### config.mk
export PLATFORM = sky130hd
export DESIGN_NAME = draw_number_field
export DESIGN_NICKNAME = d
export VERILOG_FILES = /design/src/rtl/draw_number_field.sv
export SDC_FILE = /design/constraint.sdc
export NUM_CORES = 1
export LEC_CHECK = 0
export ABC_AREA = 1
export CORE_AREA = 2 2 104 106
export CTS_CLUSTER_SIZE = 40
export DETAILED_ROUTE_END_ITERATION = 10
export DIE_AREA = 0 0 106 108
export GPL_ROUTABILITY_DRIVEN = 1
export HOLD_SLACK_MARGIN = 0.02
export PLACE_DENSITY = 0.84
export SLEW_MARGIN = 10
export SYNTH_ARGS = -nofsm -noshare
export SYNTH_HDL_FRONTEND = slang
export SYNTH_SLANG_ARGS = --single-unit
### constraint.sdc
create_clock -name clk -period 6.7 [get_ports clk]
set_clock_uncertainty 0.05 [all_clocks]
set_input_delay 1.34 -clock clk [delete_from_list [all_inputs] [get_ports clk]]
set_output_delay 1.34 -clock clk [all_outputs]
set_load 0.01 [all_outputs]
### src/rtl/draw_number_field.sv
`default_nettype none
// ============================================================================
// Module  : draw_number_field
// Purpose : Overlays a DIGITS-wide decimal number, drawn with 16x16 font
//           glyphs, onto the VGA stream.
// Rev     : 1.0  initial release
// ============================================================================
module draw_number_field #(
    parameter int          VALUE_W         = 14,
    parameter int          DIGITS          = 4,
    parameter int          RECT_X          = 504,
    parameter int          RECT_Y          = 376,
    parameter int          GLYPH_BASE      = 1,
    parameter logic [11:0] FONT_COLOR      = 12'hFFF,
    parameter int          LEAD_ZERO_BLANK = 1
) (
    input  logic               clk,
    input  logic               rst,
    input  logic               show,
    input  logic [VALUE_W-1:0] value,
    input  logic [10:0]        bus_in_hcount,
    input  logic               bus_in_hsync,
    input  logic               bus_in_hblnk,
    input  logic [10:0]        bus_in_vcount,
    input  logic               bus_in_vsync,
    input  logic               bus_in_vblnk,
    input  logic [11:0]        bus_in_rgb,
    output logic [10:0]        bus_out_hcount,
    output logic               bus_out_hsync,
    output logic               bus_out_hblnk,
    output logic [10:0]        bus_out_vcount,
    output logic               bus_out_vsync,
    output logic               bus_out_vblnk,
    output logic [11:0]        bus_out_rgb,
    input  logic [15:0]        char_pixels,
    output logic [10:0]        address,
    output logic               busy
);

    function automatic longint pow10(input int n);
        longint r;
        r = 1;
        for (int i = 0; i < n; i++) r = r * 10;
        return r;
    endfunction

    localparam longint             c_MAX_L    = pow10(DIGITS) - 1;
    localparam logic [VALUE_W-1:0] c_MAX      = VALUE_W'(c_MAX_L);
    localparam bit                 c_SAT_EN   = ((longint'(1) << VALUE_W) - 1) > c_MAX_L;
    localparam int                 c_BCD_W    = 4 * DIGITS;
    localparam int                 c_CNT_W    = $clog2(VALUE_W + 1);
    localparam logic [c_CNT_W-1:0] c_CNT_LAST = c_CNT_W'(VALUE_W - 1);
    localparam logic [10:0]        c_X0       = 11'(RECT_X);
    localparam logic [10:0]        c_X1       = 11'(RECT_X + 16 * DIGITS);
    localparam logic [10:0]        c_Y0       = 11'(RECT_Y);
    localparam logic [10:0]        c_Y1       = 11'(RECT_Y + 16);

    typedef enum logic [1:0] {
        S_IDLE  = 2'd0,
        S_SHIFT = 2'd1,
        S_LOAD  = 2'd2
    } state_t;

    state_t                      r_state;
    state_t                      w_state_next;
    logic                        w_busy;
    logic                        r_vblnk_prev;
    logic                        w_sample;
    logic [VALUE_W-1:0]          w_sat_value;
    logic [VALUE_W-1:0]          r_sv;
    logic [c_BCD_W-1:0]          r_bcd;
    logic [c_BCD_W-1:0]          w_bcd_adj;
    logic [c_BCD_W+VALUE_W-1:0]  w_shift;
    logic [c_CNT_W-1:0]          r_cnt;
    logic [c_BCD_W-1:0]          r_digits;

    assign w_sample    = bus_in_vblnk & ~r_vblnk_prev;
    assign w_sat_value = (c_SAT_EN && (value > c_MAX)) ? c_MAX : value;

    // Double-dabble correction: any BCD digit >= 5 gets +3 before the shift.
    always_comb begin
        w_bcd_adj = r_bcd;
        for (int i = 0; i < DIGITS; i++) begin
            if (r_bcd[4*i +: 4] >= 4'd5) w_bcd_adj[4*i +: 4] = r_bcd[4*i +: 4] + 4'd3;
        end
    end

    assign w_shift = {w_bcd_adj, r_sv} << 1;

    always_comb begin
        w_state_next = r_state;
        w_busy       = 1'b0;
        case (r_state)
            S_IDLE: begin
                if (w_sample) w_state_next = S_SHIFT;
            end
            S_SHIFT: begin
                w_busy = 1'b1;
                if (r_cnt == c_CNT_LAST) w_state_next = S_LOAD;
            end
            S_LOAD: begin
                w_busy       = 1'b1;
                w_state_next = S_IDLE;
            end
            default: w_state_next = S_IDLE;
        endcase
    end

    always_ff @(posedge clk) begin
        if (rst) begin
            r_state      <= S_IDLE;
            r_vblnk_prev <= 1'b0;
            r_sv         <= '0;
            r_bcd        <= '0;
            r_cnt        <= '0;
            r_digits     <= '0;
        end else begin
            r_state      <= w_state_next;
            r_vblnk_prev <= bus_in_vblnk;
            case (r_state)
                S_IDLE: begin
                    if (w_sample) begin
                        r_sv  <= w_sat_value;
                        r_bcd <= '0;
                        r_cnt <= '0;
                    end
                end
                S_SHIFT: begin
                    {r_bcd, r_sv} <= w_shift;
                    r_cnt         <= r_cnt + 1'b1;
                end
                S_LOAD: r_digits <= r_bcd;
                default: begin
                end
            endcase
        end
    end

    assign busy = w_busy;

    logic        w_in_field;
    logic [10:0] w_dx;
    logic [3:0]  w_row;
    logic [6:0]  w_pos;
    logic [3:0]  w_digit;
    logic        w_blank;
    logic        w_zero_run;
    logic [6:0]  w_glyph;
    logic [10:0] w_addr;

    assign w_in_field = (bus_in_hcount >= c_X0) && (bus_in_hcount < c_X1) &&
                        (bus_in_vcount >= c_Y0) && (bus_in_vcount < c_Y1);
    assign w_dx  = bus_in_hcount - c_X0;
    assign w_row = 4'(bus_in_vcount - c_Y0);
    assign w_pos = w_dx[10:4];

    // Position 0 is the most significant digit; a position is blank while
    // every digit from the MSD down to it is zero, except the last one.
    always_comb begin
        w_digit    = '0;
        w_blank    = 1'b0;
        w_zero_run = 1'b1;
        for (int i = 0; i < DIGITS; i++) begin
            w_zero_run = w_zero_run & (r_digits[c_BCD_W-4-4*i +: 4] == 4'd0);
            if (w_pos == 7'(i)) begin
                w_digit = r_digits[c_BCD_W-4-4*i +: 4];
                w_blank = (LEAD_ZERO_BLANK != 0) && (i < DIGITS - 1) && w_zero_run;
            end
        end
    end

    assign w_glyph = 7'(GLYPH_BASE) + {3'b000, w_digit};
    assign w_addr  = w_in_field ? {w_glyph, w_row} : 11'd0;

    logic [10:0] r1_hcount, r1_vcount;
    logic        r1_hsync, r1_hblnk, r1_vsync, r1_vblnk;
    logic [11:0] r1_rgb;
    logic        r1_in_field, r1_blank, r1_show;
    logic [3:0]  r1_col;
    logic [10:0] r_address;

    always_ff @(posedge clk) begin
        if (rst) begin
            r1_hcount   <= '0;
            r1_hsync    <= 1'b0;
            r1_hblnk    <= 1'b0;
            r1_vcount   <= '0;
            r1_vsync    <= 1'b0;
            r1_vblnk    <= 1'b0;
            r1_rgb      <= '0;
            r1_in_field <= 1'b0;
            r1_blank    <= 1'b0;
            r1_show     <= 1'b0;
            r1_col      <= '0;
            r_address   <= '0;
        end else begin
            r1_hcount   <= bus_in_hcount;
            r1_hsync    <= bus_in_hsync;
            r1_hblnk    <= bus_in_hblnk;
            r1_vcount   <= bus_in_vcount;
            r1_vsync    <= bus_in_vsync;
            r1_vblnk    <= bus_in_vblnk;
            r1_rgb      <= bus_in_rgb;
            r1_in_field <= w_in_field;
            r1_blank    <= w_blank;
            r1_show     <= show;
            r1_col      <= w_dx[3:0];
            r_address   <= w_addr;
        end
    end

    assign address = r_address;

    // The ROM answers the registered address within this stage.
    logic [3:0] w_bit_idx;
    logic       w_px;
    logic       w_draw;

    assign w_bit_idx = 4'd15 - r1_col;
    assign w_px      = r1_in_field ? char_pixels[w_bit_idx] : 1'b0;
    assign w_draw    = r1_show & r1_in_field & ~r1_blank & w_px;

    logic [10:0] r2_hcount, r2_vcount;
    logic        r2_hsync, r2_hblnk, r2_vsync, r2_vblnk;
    logic [11:0] r2_rgb;

    always_ff @(posedge clk) begin
        if (rst) begin
            r2_hcount <= '0;
            r2_hsync  <= 1'b0;
            r2_hblnk  <= 1'b0;
            r2_vcount <= '0;
            r2_vsync  <= 1'b0;
            r2_vblnk  <= 1'b0;
            r2_rgb    <= '0;
        end else begin
            r2_hcount <= r1_hcount;
            r2_hsync  <= r1_hsync;
            r2_hblnk  <= r1_hblnk;
            r2_vcount <= r1_vcount;
            r2_vsync  <= r1_vsync;
            r2_vblnk  <= r1_vblnk;
            r2_rgb    <= w_draw ? FONT_COLOR : r1_rgb;
        end
    end

    assign bus_out_hcount = r2_hcount;
    assign bus_out_hsync  = r2_hsync;
    assign bus_out_hblnk  = r2_hblnk;
    assign bus_out_vcount = r2_vcount;
    assign bus_out_vsync  = r2_vsync;
    assign bus_out_vblnk  = r2_vblnk;
    assign bus_out_rgb    = r2_rgb;

endmodule
`default_nettype wire

; Word-level counts from Yosys, hierarchy flattened
; Index checks and enable logic that the tools add are counted.
[classes]
shift = 0
bitwise_logic = 9
addsub = 9
eq_ne = 8
muxes = 26
n_lt_le_gt_ge = 10
n_div = 0
reduce_logical = 14
multipliers = 0
[op_table]
columns = cell, count
row1 = $mux 4, 8
row2 = $pmux 16 s2, 1
row3 = $mux 14, 2
row4 = $pmux 14 s2, 1
row5 = $ge 11x9->1 const B, 2
row6 = $ge 4x3->1 const B, 4
row7 = $mux 16, 1
row8 = $eq 7x2->1 const B, 2
row9 = $gt 14x14->1 const B, 1
row10 = $add 4x2->4 const B, 3
row11 = $logic_not 4->1, 3
row12 = $mux 12, 1
row13 = $lt 11x10->1 const B, 1
row14 = $lt 11x9->1 const B, 1
row15 = $sub 11x9->11 const B, 1
row16 = $pmux 4 s2, 1
row17 = $eq 7x1->1 const B, 1
row18 = $logic_not 7->1, 1
row19 = $and 1x1->1, 6
row20 = $mux 1, 6
row21 = $reduce_or 2->1, 3
row22 = $add 1x4->5 const A, 1
row23 = $lt 4x5->1 const B, 1
row24 = $add 4x1->4 const B, 1
row25 = other kinds (16), 23
[totals]
romBits = 0
latchBits = 0
mem_count = 0
ramBits = 0
output_inout_bits = 50
ff_bits = 146
in_bits = 71
word_cells = 100

; Longest topological paths before layout
; Gate-level depths: netlist of the first run.
[logic_depth]
ltp_word = 7
ltp_mapped = 16
ltp_nobuf = 15

; Worst setup path after synthesis of the first run
; No wires, ideal clock.
[synth_timing]
kind = input -> register
from = input port bus_in_hcount[3]
to = register r_address[5] (netlist: address[5])
stages = 12
path_buffers = 0
arrival_ns = 2.877
path_slack_ns = 3.655
cell_sequence = ha_1 nand2_1 inv_1 nor2_1 inv_1 nor3_4 nand2_1 nor2_2 nor2_8 ha_1 inv_1 nor2_1
[synth_between]
elab_chain_cells = 7
word_cells_on_any_way = 17
classes_between = add/sub: 2 / order compare: 2 / eq/ne: 3 / mux: 4 / bitwise: 1 / reduce/logical: 5
[synth_rtl]
columns = element, line_no
row1 = from (decl), 21  ; input logic [10:0] bus_in_hcount,
row2 = $sub 11x9->11 *, 153  ; assign w_dx = bus_in_hcount - c_X0;
row3 = $logic_not 7->1, 165  ; if (w_pos == 7'(i)) begin
row4 = $mux 4 (3 in a row), 165
row5 = $mux 4 *, 165
row6 = $add 1x4->5 *, 172  ; assign w_glyph = 7'(GLYPH_BASE) + {3'b000, w_digit};
row7 = via w_glyph[1], 148  ; logic [6:0] w_glyph;
row8 = to (signal assigned), 208  ; r_address <= w_addr;
row9 = to (decl), 180  ; logic [10:0] r_address;
; Mark *: on every way through the listed nets, which the timed path passes. The rest lies on a longest branch.
; A chain may end at the register's enable or synchronous reset.

; Final worst setup path of the first run
[layout_timing]
from = input port bus_in_hcount[3]
to = register r_address[6] (netlist: address[6])
[layout_between]
elab_chain_cells = 7
word_cells_on_any_way = 17
classes_between = add/sub: 2 / order compare: 2 / eq/ne: 3 / mux: 4 / bitwise: 1 / reduce/logical: 5
[layout_rtl]
columns = element, line_no
row1 = $sub 11x9->11, 153
row2 = $logic_not 7->1, 165
row3 = $mux 4 (4 in a row), 165
row4 = $add 1x4->5, 172
; Several ways; a longest one is shown, not always the timed one.

==> impl_metrics.ini, run 1 <==
[critical_path]
crit_chain = clkdlybuf4s50_1 > ha_1 > nand2_1 > nor2_1 > nor2_1 > nor2_1 > nand2_1 > nor2_4 > nand2_1 > or2_0 > nand2_1 > nand2_2 > ha_1 > nand2_1 > nand2_1 > nor2_1
arrival_ps = 3790
regToRegSetupSlack_ps = 4350
critPathLaunchType = primary input
crit_slowest_cell = clkdlybuf4s50_1
crit_family = simple AND/OR/NAND/NOR gates
critPathKind = in2reg
crit_path_frequent_cell = nand2_1
critPathCaptureType = flip-flop
crit_fanout = 17
cpPeakStageDelay_ps = 540
rr_endpoint = r_cnt[0]
cp.required_ps = 7100
r2r-start = r_state[1]
crit_buf_inv = 1
r2r_cells = 6

[cts]
ctsHoldBuffers = 0
clock_latency_ps = 530
clockRootBuffer = clkbuf_8
post_cts_resized = 0
numCtsBuffers = 17
path_clk_slew_ps = 60
clockBufferDepth = 2
cts_tree = yes
postCtsSetupRepairBufs = 0
clkSinkCount = 141
htree_num_levels = 4

[yosys]
yosys.area.top_type = dfxtp_1
synth_compound_area_share_pct = 13.7
netlist_top_cells_area = dfxtp_1, inv_1, nor2_1, nand2_1, o21ai_0
synthArstFlopShare_pct = 0
yosys.area_share.simple_pct = 20.3
synth-main-ff-cell = dfxtp_1
synth_cell_type_count = 40
synth_top_area_share_pct = 51.3
muxShareOfSynthArea_pct = 0
synth_enable_flop_cells = 0
avgSynthCellArea_um2 = 7.78
synth_adder_area_share_pct = 3.41
synthXorXnorAreaFrac_pct = 0.637
netlist_area_mm2 = 0.00550
ys_warn_count = 0
synth_top_family_by_area = simple AND/OR/NAND/NOR gates
syn-instance-count = 707
ys_ff_latch = 141
ys_seq_area_share_pct = 51.3

[cells_and_area]
nets = 906
final_cell_mix = dfxtp_1, inv_1, nor2_1, clkdlybuf4s50_1, nand2_1
layout_commonest_cell = dfxtp_1
seqCellArea_mm2 = 0.00282
num-fill-cells = 733
drive_above_1_share_pct = 5.52
areaGrowthSynthToFinish_pct = 32.7
n_antenna_cell = 0
final_core_util_pct = 71.3
multi_input_area_mm2 = 0.00210
fin_area_mm2 = 0.00729

[place]
gp_routability_congestion = 0.944
placed_cell_area_mm2 = 0.00674
io_buffer_count = 118
dp_hpwl_um = 8720

[sta]
maxSlewViolCount = 0
hold_viol = 0
setup_viol = 0
fmax_mhz = 295
fin_tns_setup_ps = 0
rsz0062_at_grt = false
min_period_ps = 3390
slew_headroom_pct = 30.6
period_share_pct = 50.5
worstMarginPinSlew_ps = 1040

[drt]
drtIter0Drc = 346
ant_nets = 0
viasPerCell = 5.10
wl_met1_um = 5280
routedWlPerCell_um = 13.6
drt-pass1-iter-count = 5
vias = 4941
met3_wirelength_um = 731
highest-signal-layer = met4
route.detailed.drc = 0
wl_um = 13100
wl_met2_um = 6840

[hold_path]
min_to = bus_out_hcount[7]
hold_class = reg2reg
holdPathStages = 2
hp-start = r1_hcount[7]

[die]
dieArea_mm2 = 0.0114
ios = 121
initial_utilization_pct = 53.7
core_area_mm2 = 0.0102
die_h_um = 108
row_count = 37
die_x_um = 106

[global_route]
grt_pass1_wl_um = 21400
grt-ovfl-total = 0
grt_pass1_vias = 4730
antenna_found_initial = 0
grt.total_usage_pct = 23.8
grt_max_degree = 104

[run]
maxCapViolations = 0

[pwr]
powerDensity_mw_per_mm2 = 328
peakVddDrop_mv = 0.174
leakage_nw = 3.09

[status]
outcome = finished, final reports clean
worst register-to-register path: stages (launching register included):
cell     delay, ps
dfxtp_1        330
inv_1          100
ha_1           440
nand2_1        340
inv_1          520
o21ai_0        230
a21oi_1        260
per-layer routing:
| layer | up-vias | track usage (%) |
|---|---|---|
| met1 | 2250 | 26.3 |
| met3 | 33 | 5.79 |
| li1 | 2466 | - |
| met2 | 192 | 43.0 |
| met5 | - | 0 |
| met4 | 0 | 11.2 |
through the flow:
stage	total power, mW	cells	worst slack, ps	hold slack (ps)
global placement	1.50	937	2920	339
finish	2.39	969	3310	349
global route	2.52	969	3080	357
detailed placement	1.53	937	2830	342
CTS	2.39	969	3340	351
floorplan	1.35	708	3660	338
where the power goes:
| group | total, mW | leakage [nW] | internal (mW) | switching, mW |
|---|---|---|---|---|
| clock | 0.857 | 0.260 | 0.502 | 0.355 |
| sequential | 1.01 | 1.16 | 0.945 | 0.0656 |
| combinational | 0.523 | 1.67 | 0.188 | 0.335 |
| total | 2.39 | 3.09 | 1.64 | 0.755 |
kinds of logic after synthesis:
logic type,Yosys count
AND/OR/NAND/NOR,258
buffers and inverters,150
flip-flops,141
AO/OA/AOI/OAI,138
adder cells (fa/ha/maj),15
XOR/XNOR,4
other,1
worst max-delay path by stage:
stage,start,to,depth (start not counted)
2_1_floorplan,bus_in_hcount[3],address[5],12
3_3_place_gp,bus_in_hcount[3],address[5],14
3_5_place_dp,bus_in_hcount[4],address[6],16
4_1_cts,bus_in_hcount[4],address[6],16
5_1_grt,bus_in_hcount[3],address[6],15
6_report,bus_in_hcount[3],address[6],16
state kept, by name, summed over array words and instances, names as in the netlist, 2 cells and up:
| register | count |
|---|---|
| r_bcd | 16 |
| bus_out_vcount | 11 |
| r1_hcount | 11 |
| r_digits | 16 |
| r_state | 2 |
| bus_out_rgb | 12 |
| r1_vcount | 11 |
| bus_out_hcount | 11 |
| r_cnt | 4 |
| r_sv | 14 |
| address | 9 |
| r1_rgb | 12 |
synth_stat cells, types with 5 or more instances:
master	n
dfxtp_1	141
inv_1	121
nor2_1	117
nand2_1	87
o21ai_0	55
a21oi_1	50
nand3_1	26
clkbuf_1	21
ha_1	15
a31oi_1	14
nand4_1	7
o211ai_1	5
o22ai_1	5
layout make-up:
type / instances / area share [%]
clock buffers: 19 / 5.92
clock inverters: 13 / 1.63
inverters: 123 / 6.33
multi-input cells: 417 / 28.8
flip-flops and latches: 141 / 38.7
well taps: 136 / 2.33
repair buffers: 120 / 16.3
No activity file was read; power rests on OpenSTA's default activity.
==> run 2, diff against run 1 <==
--- a/config.mk
+++ b/config.mk
@@ -6,13 +6,13 @@
 export NUM_CORES = 1
 export LEC_CHECK = 0
 export ABC_AREA = 1
-export CORE_AREA = 2 2 104 106
+export CORE_AREA = 2 2 108 110
 export CTS_CLUSTER_SIZE = 40
 export DETAILED_ROUTE_END_ITERATION = 10
-export DIE_AREA = 0 0 106 108
+export DIE_AREA = 0 0 110 112
 export GPL_ROUTABILITY_DRIVEN = 1
 export HOLD_SLACK_MARGIN = 0.02
-export PLACE_DENSITY = 0.84
+export PLACE_DENSITY = 0.78
 export SLEW_MARGIN = 10
 export SYNTH_ARGS = -nofsm -noshare
 export SYNTH_HDL_FRONTEND = slang
==> constraint.sdc (replaced) <==
create_clock -name clk -period 3.3 [get_ports clk]
set_clock_uncertainty 0.05 [all_clocks]
set_input_delay 0.66 -clock clk [delete_from_list [all_inputs] [get_ports clk]]
set_output_delay 0.66 -clock clk [all_outputs]
set_load 0.01 [all_outputs]
==> impl_metrics.ini, run 2 (synthesis gave the netlist of run 1 again) <==
[status]
outcome = finished, final reports clean

[sta]
period_share_pct = 84.5
hold_viol = 0
slew_headroom_pct = 32.0
rsz0062_at_grt = false
maxSlewViolCount = 0
fmax_mhz = 359
setup_viol = 0
worstMarginPinSlew_ps = 1020
fin_tns_setup_ps = 0
min_period_ps = 2790

[critical_path]
crit_slowest_cell = clkdlybuf4s50_1
crit_path_frequent_cell = inv_1
critPathLaunchType = primary input
critPathCaptureType = flip-flop
r2r_cells = 7
arrival_ps = 3040
regToRegSetupSlack_ps = 1030
crit_fanout = 5
crit_chain = clkdlybuf4s50_1 > ha_1 > nand2_1 > inv_1 > nor2_1 > inv_1 > nor3_4 > nand2_1 > nor2_2 > nor2_8 > ha_1 > inv_1 > nor2_1
r2r-start = r_state[1]
critPathKind = in2reg
cp.required_ps = 3550
cpPeakStageDelay_ps = 480
rr_endpoint = r_cnt[3]

[die]
dieArea_mm2 = 0.0123
die_h_um = 112
core_area_mm2 = 0.0112
initial_utilization_pct = 49.2
die_x_um = 110
row_count = 39
ios = 121

[drt]
wl_met1_um = 5230
viasPerCell = 4.97
wl_met2_um = 6190
wl_um = 12500
met3_wirelength_um = 872
drtIter0Drc = 280
ant_nets = 0
drt-pass1-iter-count = 6
routedWlPerCell_um = 12.7
route.detailed.drc = 0
highest-signal-layer = met4
vias = 4864

[global_route]
grt_pass1_vias = 4613
antenna_found_initial = 0
grt_pass1_wl_um = 20700
grt-ovfl-total = 0
grt_max_degree = 103
grt.total_usage_pct = 21.1

[cts]
post_cts_resized = 0
path_clk_slew_ps = 50
cts_tree = yes
clockRootBuffer = clkbuf_16
htree_num_levels = 4
postCtsSetupRepairBufs = 0
ctsHoldBuffers = 0
numCtsBuffers = 17
clkSinkCount = 141
clockBufferDepth = 2
clock_latency_ps = 410

[cells_and_area]
areaGrowthSynthToFinish_pct = 33.8
drive_above_1_share_pct = 5.86
final_cell_mix = dfxtp_1, inv_1, nor2_1, clkdlybuf4s50_1, nand2_1
n_antenna_cell = 0
top_regs = r_bcd x16, r_digits x16, r_sv x14
layout_commonest_cell = dfxtp_1
nets = 909
num-fill-cells = 904

[pwr]
powerDensity_mw_per_mm2 = 670
leakage_nw = 3.11
seqPwrFrac_pct = 41.6
pwr-share-comb_pct = 21.3
clkPwrFrac_pct = 37.1
switching_share_pct = 30.6
peakVddDrop_mv = 0.388
report.power.total_mw = 4.93
intPower_mw = 3.42
p_sw_mw = 1.51

[place]
io_buffer_count = 118
gp_routability_congestion = 0.866
dp_hpwl_um = 8710

[hold_path]
hp-start = r1_hcount[8]
hold_class = reg2reg
min_to = bus_out_hcount[8]
holdPathStages = 2

[run]
maxCapViolations = 0
[run 2: cell types whose count changed in the layout (fill, tap and decap cells not counted), sizes merged]
cell | before | now
clkinvlp | 4 | 5
buf | 3 | 6
inv | 123 | 122
clkbuf | 19 | 18
bufinv | 1 | 2
[run 2: area by class of cell]
cell class	instances	area [µm²]	area share, %
timing repair buffer	123	1220	16.5
tap	143	179	2.43
clock inverter	14	148	2.01
multi-input combinational	417	2100	28.5
sequential	141	2820	38.4
clock buffer	18	429	5.84
inverter	123	462	6.28
[run 2: per-layer routing]
metal	up-vias	global-route usage [%]
met5	-	0
met4	0	7.17
met3	19	6.56
met2	137	35.8
met1	2238	25.0
li1	2470	-
[run 2: power groups by stage]
| stage | registers, mW | logic [mW] | clock network (mW) |
|---|---|---|---|
| after floorplan | 2.05 | 0.703 | 0 |
| after global placement | 2.07 | 0.995 | 0 |
| after detailed placement | 2.08 | 1.03 | 0 |
| after CTS | 2.05 | 1.04 | 1.86 |
| after global routing | 2.07 | 1.18 | 1.93 |
| final | 2.05 | 1.05 | 1.83 |
[run 2: per-stage QoR]
| step | instances | cell area (µm²) | hold WS [ps] | util (%) | setup WS [ps] |
|---|---|---|---|---|---|
| after global routing | 979 | 7350 | 362 | 65.8 | 202 |
| after CTS | 979 | 7350 | 350 | 65.8 | 524 |
| after floorplan | 708 | 5500 | 338 | - | 935 |
| after global placement | 947 | 6780 | 339 | 60.7 | 301 |
| after detailed placement | 947 | 6780 | 343 | 60.7 | 117 |
| final | 979 | 7350 | 349 | 65.8 | 511 |
[run 2: worst max path at each step]
stage	from	endpoint	slack [ps]	cells past startpoint
3_3_place_gp	bus_in_hcount[3]	address[5]	300	14
4_1_cts	bus_in_hcount[3]	address[5]	520	13
2_1_floorplan	bus_in_hcount[3]	address[5]	940	12
3_5_place_dp	bus_in_hcount[3]	address[5]	120	13
5_1_grt	bus_in_hcount[3]	address[6]	200	16
6_report	bus_in_hcount[3]	address[5]	510	13
[run 2: critical path, delay by kind of cell]
| family | cells | cell delay, ps |
|---|---|---|
| buffers and inverters | 4 | 770 |
| AND/OR/NAND/NOR | 7 | 1050 |
| adder cells (fa/ha/maj) | 2 | 550 |
